### config.mk
export PLATFORM = sky130hd
export DESIGN_NAME = clk_div_n_duty50
export DESIGN_NICKNAME = d
export VERILOG_FILES = /design/src/rtl/clk_div_n_duty50.sv
export SDC_FILE = /design/constraint.sdc
export NUM_CORES = 1
export LEC_CHECK = 0
export CAP_MARGIN = 15
export CORE_MARGIN = 5
export CORE_UTILIZATION = 49
export DETAILED_ROUTE_END_ITERATION = 6
export GPL_TIMING_DRIVEN = 1
export PLACE_DENSITY = 0.82
export SYNTH_ARGS = -nofsm -noshare
export SYNTH_HDL_FRONTEND = slang
export SYNTH_SLANG_ARGS = --single-unit
### constraint.sdc
create_clock -name clk -period 3.8 [get_ports clk]
set_clock_uncertainty 0.1 [all_clocks]
set_input_delay 0.95 -clock clk [delete_from_list [all_inputs] [get_ports clk]]
set_output_delay 0.95 -clock clk [all_outputs]
set_load 0.02 [all_outputs]
### src/rtl/clk_div_n_duty50.sv
// ============================================================================
// Module   : clk_div_n_duty50
// Brief    : Programmable 50%-duty integer clock divider (N = 2..2^WIDTH-1)
//            with period-boundary ratio switching and a per-period strobe.
// Revision : 1.0 - initial release
// ============================================================================
`default_nettype none

module clk_div_n_duty50 #(
    parameter int WIDTH       = 8,
    parameter int DEFAULT_DIV = 9
) (
    input  logic             clk,
    input  logic             rst,
    input  logic             en,
    input  logic [WIDTH-1:0] div_in,
    input  logic             div_load,
    output logic             clk_out,
    output logic             pulse_out,
    output logic [WIDTH-1:0] div_cur,
    output logic             load_ack
);

    localparam logic [WIDTH-1:0] C_DEFAULT_DIV = WIDTH'(DEFAULT_DIV);
    localparam logic [WIDTH-1:0] C_ONE         = WIDTH'(1);
    localparam logic [WIDTH-1:0] C_MIN_DIV     = WIDTH'(2);

    logic [WIDTH-1:0] r_cnt;
    logic [WIDTH-1:0] r_div_cur;
    logic [WIDTH-1:0] r_pend_val;
    logic             r_pend_vld;
    logic             r_pos_q;
    logic             r_neg_q;
    logic             r_pulse;
    logic             r_load_ack;

    logic             w_wrap;
    logic             w_load_ok;
    logic [WIDTH-1:0] w_div_nxt;
    logic [WIDTH-1:0] w_half;
    logic [WIDTH-1:0] w_cnt_inc;

    always_comb begin
        w_wrap    = en && (r_cnt == (r_div_cur - C_ONE));
        w_load_ok = div_load && (div_in >= C_MIN_DIV);
        w_div_nxt = (w_wrap && r_pend_vld) ? r_pend_val : r_div_cur;
        w_half    = w_div_nxt >> 1;
        w_cnt_inc = r_cnt + C_ONE;
    end

    always_ff @(posedge clk or posedge rst) begin
        if (rst) begin
            r_cnt      <= C_DEFAULT_DIV - C_ONE;
            r_div_cur  <= C_DEFAULT_DIV;
            r_pend_val <= C_DEFAULT_DIV;
            r_pend_vld <= 1'b0;
            r_pos_q    <= 1'b0;
            r_pulse    <= 1'b0;
            r_load_ack <= 1'b0;
        end else begin
            // A new request on a wrap edge wins: the old value is consumed
            // this edge and the new one stays pending for the next wrap.
            if (w_load_ok) begin
                r_pend_val <= div_in;
                r_pend_vld <= 1'b1;
            end else if (w_wrap && r_pend_vld) begin
                r_pend_vld <= 1'b0;
            end

            if (en) begin
                if (w_wrap) begin
                    r_cnt      <= '0;
                    r_pos_q    <= 1'b1;
                    r_pulse    <= 1'b1;
                    r_div_cur  <= w_div_nxt;
                    r_load_ack <= r_pend_vld;
                end else begin
                    r_cnt      <= w_cnt_inc;
                    r_pos_q    <= (w_cnt_inc < w_half);
                    r_pulse    <= 1'b0;
                    r_load_ack <= 1'b0;
                end
            end else begin
                r_pulse    <= 1'b0;
                r_load_ack <= 1'b0;
            end
        end
    end

    // Half-cycle extension stage for odd ratios.
    always_ff @(negedge clk or posedge rst) begin
        if (rst) begin
            r_neg_q <= 1'b0;
        end else begin
            r_neg_q <= r_pos_q;
        end
    end

    always_comb begin
        clk_out   = r_div_cur[0] ? (r_pos_q | r_neg_q) : r_pos_q;
        pulse_out = r_pulse;
        load_ack  = r_load_ack;
        div_cur   = r_div_cur;
    end

endmodule

`default_nettype wire

After elaboration in Yosys (flattened, before gate mapping):

Cells that the tools add are included.

* bits in registers: 29
* latch bits: 0
* RAM bits: 0
* bits in read-only memories: 0
* bits of input ports: 12
* output and inout bits: 11
* word-level logic and storage cells: 31
* memories kept: 0

* add/subtract/negate cells: 2
* $mul: 0
* divide/modulo/power cells: 0
* order comparisons: 2
* equality and inequality tests: 1
* shift operators: 0
* muxes and demuxes: 10
* bitwise gates (word level): 1
* reduce and logical (&&, ||, !) cells: 6

Operators by type and width (count)
* 2-to-1 mux 8 bit: 2
* adder 8 x 1 -> 8 bit (second input constant): 1
* equality test 8 bit: 1
* >= comparator 8 x 2 -> 1 bit (second input constant): 1
* < comparator 8 x 7 -> 1 bit: 1
* 2-to-1 mux 1 bit: 8
* subtractor 8 x 1 -> 8 bit (second input constant): 1
* logical AND 1 bit: 3
* AND reduction 3 bit: 1
* AND reduction 2 bit: 1
* nonzero test 2 bit: 1
* bitwise OR 1 bit: 1

Longest topological paths before layout:

* depth in word-level cells: 7
* gate-level depth with buffers: 15
* mapped depth without buffers: 14

==> impl_results.md <==
- Worst R2R Path Depth: 11
- GR Util All Layers: 0.1992
- Setup-failing EPs final: 1
- Row count: 21
- Total number of nets in the final design: 225
- Type of element capturing the critical path: output port
- Antenna Diode Count: 0
- Kind of path behind the tightest hold check: reg2reg
- Area of the mapped netlist: approximately 1700 um^2
- Synthesized Nets: 188
- Core outline area: roughly 3400 um^2
- Post-Layout Inst Area: ~2200 um^2
- Failing checks: negative setup slack
- Final hold violations: 0
- Register bit count reported by yosys: 29
- Detailed-route wire length per cell: 15.95 um
- Detailed placer's ending HPWL: between 3 and 4 mm
- Setup Crit Path Kind: reg2out
- DIE WIDTH: slightly below 70 um
- Most instantiated flip-flop cell in the synthesis netlist: sky130_fd_sc_hd__dfrtp_1
- Result of the run: finished, violations left
- Top area cells in the synthesized netlist: sky130_fd_sc_hd__dfrtp_1 34%, sky130_fd_sc_hd__dfstp_2 7.7%, sky130_fd_sc_hd__ha_1 5.9%
- Count of H-tree levels built during CTS: 2
- Max-cap viol count: 0
- Share of synthesized flip-flops with an asynchronous set or reset: 1.000
- Hold Worst Slack: approximately 370 ps
- Cell breakdown of the critical path: a21o_1, buf_6
- Buffer levels on the longest clock path: 2
- Largest area contributor in the netlist: sky130_fd_sc_hd__dfrtp_1
- Distinct cell type count of the synthesized netlist: 41
- Reg clk slew, reported paths: 90 ps
- Biggest fanout along the worst timing path: 1
- P per Cell Area: 531.3 nW/um^2
- Sink count of the clock tree: 29
- Routed via count: 1,413
- Number of fill cells: about 280
- Setup repair after global routing missed its margin: yes
- Maximum number of pins on one net before global-route repair: 29
- Post-Layout Cell Count: 252
- Detailed router's first-iteration violation count: 94
- Arrival time of the worst setup path: 2830 ps
- Fraction of the yosys area taken by sequential cells: 0.4298
- Number of setup buffers added after CTS: 0
- Cell depth of the worst hold path: 2
- Initial antenna violation count: 0
- Final Wtd Congestion: roughly 0.96
- Residual DRC count: 0
- Largest incremental delay on the critical path: 390 ps
- VDD IR-drop max: 0.0003235 V
- Yosys warning total: 0
- Area added between synthesis and finish: 26.82%
- Stages on worst setup path: 2
- Number of enable flip-flop cells after synthesis: 0
- Starting Density: 0.5063
- Cell with the largest stage delay on the worst path: sky130_fd_sc_hd__dfrtn_1
- Die height: 68.95 um
- Post-synth top area share: 0.3380
- Total of buffers placed on input and output ports: 22
- TNS Setup: -83.34 ps
- Number of optimization iterations in the first detailed-route pass: 5
- Ranking of synthesized cells by instance count: 23 x sky130_fd_sc_hd__dfrtp_1, 21 x sky130_fd_sc_hd__nand2_1, 14 x sky130_fd_sc_hd__inv_1, 10 x sky130_fd_sc_hd__o21ai_0, 10 x sky130_fd_sc_hd__xnor2_1
- Worst-Margin Slew: about 410 ps
- Total wire length: around 4 mm
- Data required time of the worst path: 2750 ps
- TritonCTS clock tree: yes
- Root buf cell: sky130_fd_sc_hd__clkbuf_4
- Drt via density: 5.607
- WP buf/inv: 1
- Cell with the most instances after synthesis: sky130_fd_sc_hd__dfrtp_1
- Relative slew slack: 0.7214
- Gate Count Post-Synth: approximately 170
- Layout cell share with drive strength beyond 1: 0.2282
- Antenna violation net count after detailed routing: 0
- Leak Pwr: 0.001003 uW
- Pre-CTS setup slack: -215.3 ps
- First-pass GRT wire length: 6.824 mm
- Area of the die: roughly 4800 um^2
- Synthesized area per cell: 10.14 um^2
- Number of CTS-inserted buffers: 5
- # IOs: 23
- Startpoint type of the worst setup path: flop
- Vias in the first global route: 1,457
- Clock latency at the later pin of the worst-skew pair: 320 ps
- Cell family with the largest share of critical-path delay: flip-flops
- Area of placed instances: around 2100 um^2
- Post-placement cell count: 244
- Post-route worst setup slack: -83.34 ps
- Grt total ovfl: 0
- Slew Limit Fails: 0
[timing repair]
item	in CTS	in global routing
gates cloned	0	0
setup endpoints to repair	1	2
hold endpoints to repair	0	0
hold buffers	0	0
gates resized for setup	6	6
pin swaps	1	9
[worst register-to-register path, stage by stage (launching register included)]
cell	delay, ps
sky130_fd_sc_hd__dfrtp_1	390
sky130_fd_sc_hd__or3_4	400
sky130_fd_sc_hd__or4_4	500
sky130_fd_sc_hd__a2111oi_4	470
sky130_fd_sc_hd__o311ai_4	190
sky130_fd_sc_hd__mux2_4	340
sky130_fd_sc_hd__inv_2	60
sky130_fd_sc_hd__ha_1	240
sky130_fd_sc_hd__a21o_1	200
sky130_fd_sc_hd__a2111oi_4	340
sky130_fd_sc_hd__nand4_1	150
sky130_fd_sc_hd__o32ai_2	240
[registers in the layout, indices dropped and copies added (netlist names)]
| signal | cells |
|---|---|
| div_cur | 8 |
| r_cnt | 8 |
| r_pend_val | 8 |
| load_ack | 1 |
| pulse_out | 1 |
| r_neg_q | 1 |
| r_pend_vld | 1 |
| r_pos_q | 1 |
[cell usage in the layout (no fill, tap or decap), drive strengths merged, types with 8 or more instances in the layout]
| cell type | Yosys | routed |
|---|---|---|
| o21ai | 10 | 10 |
| mux2 | 8 | 8 |
| nand3 | 9 | 9 |
| buf | 0 | 14 |
| nand2 | 21 | 21 |
| dfrtp | 23 | 23 |
| clkdlybuf4s50 | 0 | 21 |
| xnor2 | 10 | 10 |
| clkbuf | 5 | 8 |
| ha | 8 | 8 |
| inv | 19 | 19 |
[routing by layer]
| metal | routed length (um) | track usage | share of wire |
|---|---|---|---|
| met1 | 1652 | 0.2482 | 0.41 |
| met2 | 1969 | 0.3143 | 0.49 |
| met3 | 330 | 0.07942 | 0.082 |
| met4 | 68 | 0.06569 | 0.017 |
| met5 | 0 | 0 | 0 |
[cell families after synthesis]
group | count (synthesis) | share of synthesized area
buffers and inverters | 24 | 0.05290
flip-flops | 29 | 0.4298
AND/OR/NAND/NOR | 56 | 0.1705
AO/OA/AOI/OAI | 28 | 0.1381
multiplexers | 9 | 0.06980
adder cells (fa/ha/maj) | 8 | 0.05878
XOR/XNOR | 14 | 0.08009
[report_power, final]
group	total (uW)	leakage, uW	switching (uW)	internal (uW)
Clock	192	0.0000326	101	91.2
Sequential	427	0.000352	63.7	363
Combinational	529	0.000618	269	259
[stage by stage]
stage	power [uW]	utilization
after CTS	1107	0.6321
after global routing	1227	0.6421
after detailed placement	912.2	0.6142
final	1147	0.6421
after global placement	885.9	0.6142
after floorplan	758.6	-
[path summary, 6_finish.rpt]
path / start / endpoint / slack (ps)
max: r_neg_q / clk_out / -80
min: r_pend_val[3] / r_pend_val[3] / 370
max reg2reg: div_cur[2] / r_pos_q / 100
min reg2reg: r_pend_val[3] / r_pend_val[3] / 370
max in group asynchronous: rst / r_neg_q / 960
min in group asynchronous: rst / pulse_out / 980
[final cells by class]
| class | instances | area (um^2) | share of cell area |
|---|---|---|---|
| sequential | 29 | 732.0 | 0.3389 |
| inverter | 19 | 71.32 | 0.03302 |
| timing repair buffer | 35 | 322.8 | 0.1495 |
| multi-input combinational | 115 | 917.1 | 0.4247 |
| clock buffer | 8 | 58.81 | 0.02723 |
| tap | 46 | 57.56 | 0.02665 |
Note: power is estimated with default switching activity, not from simulation.
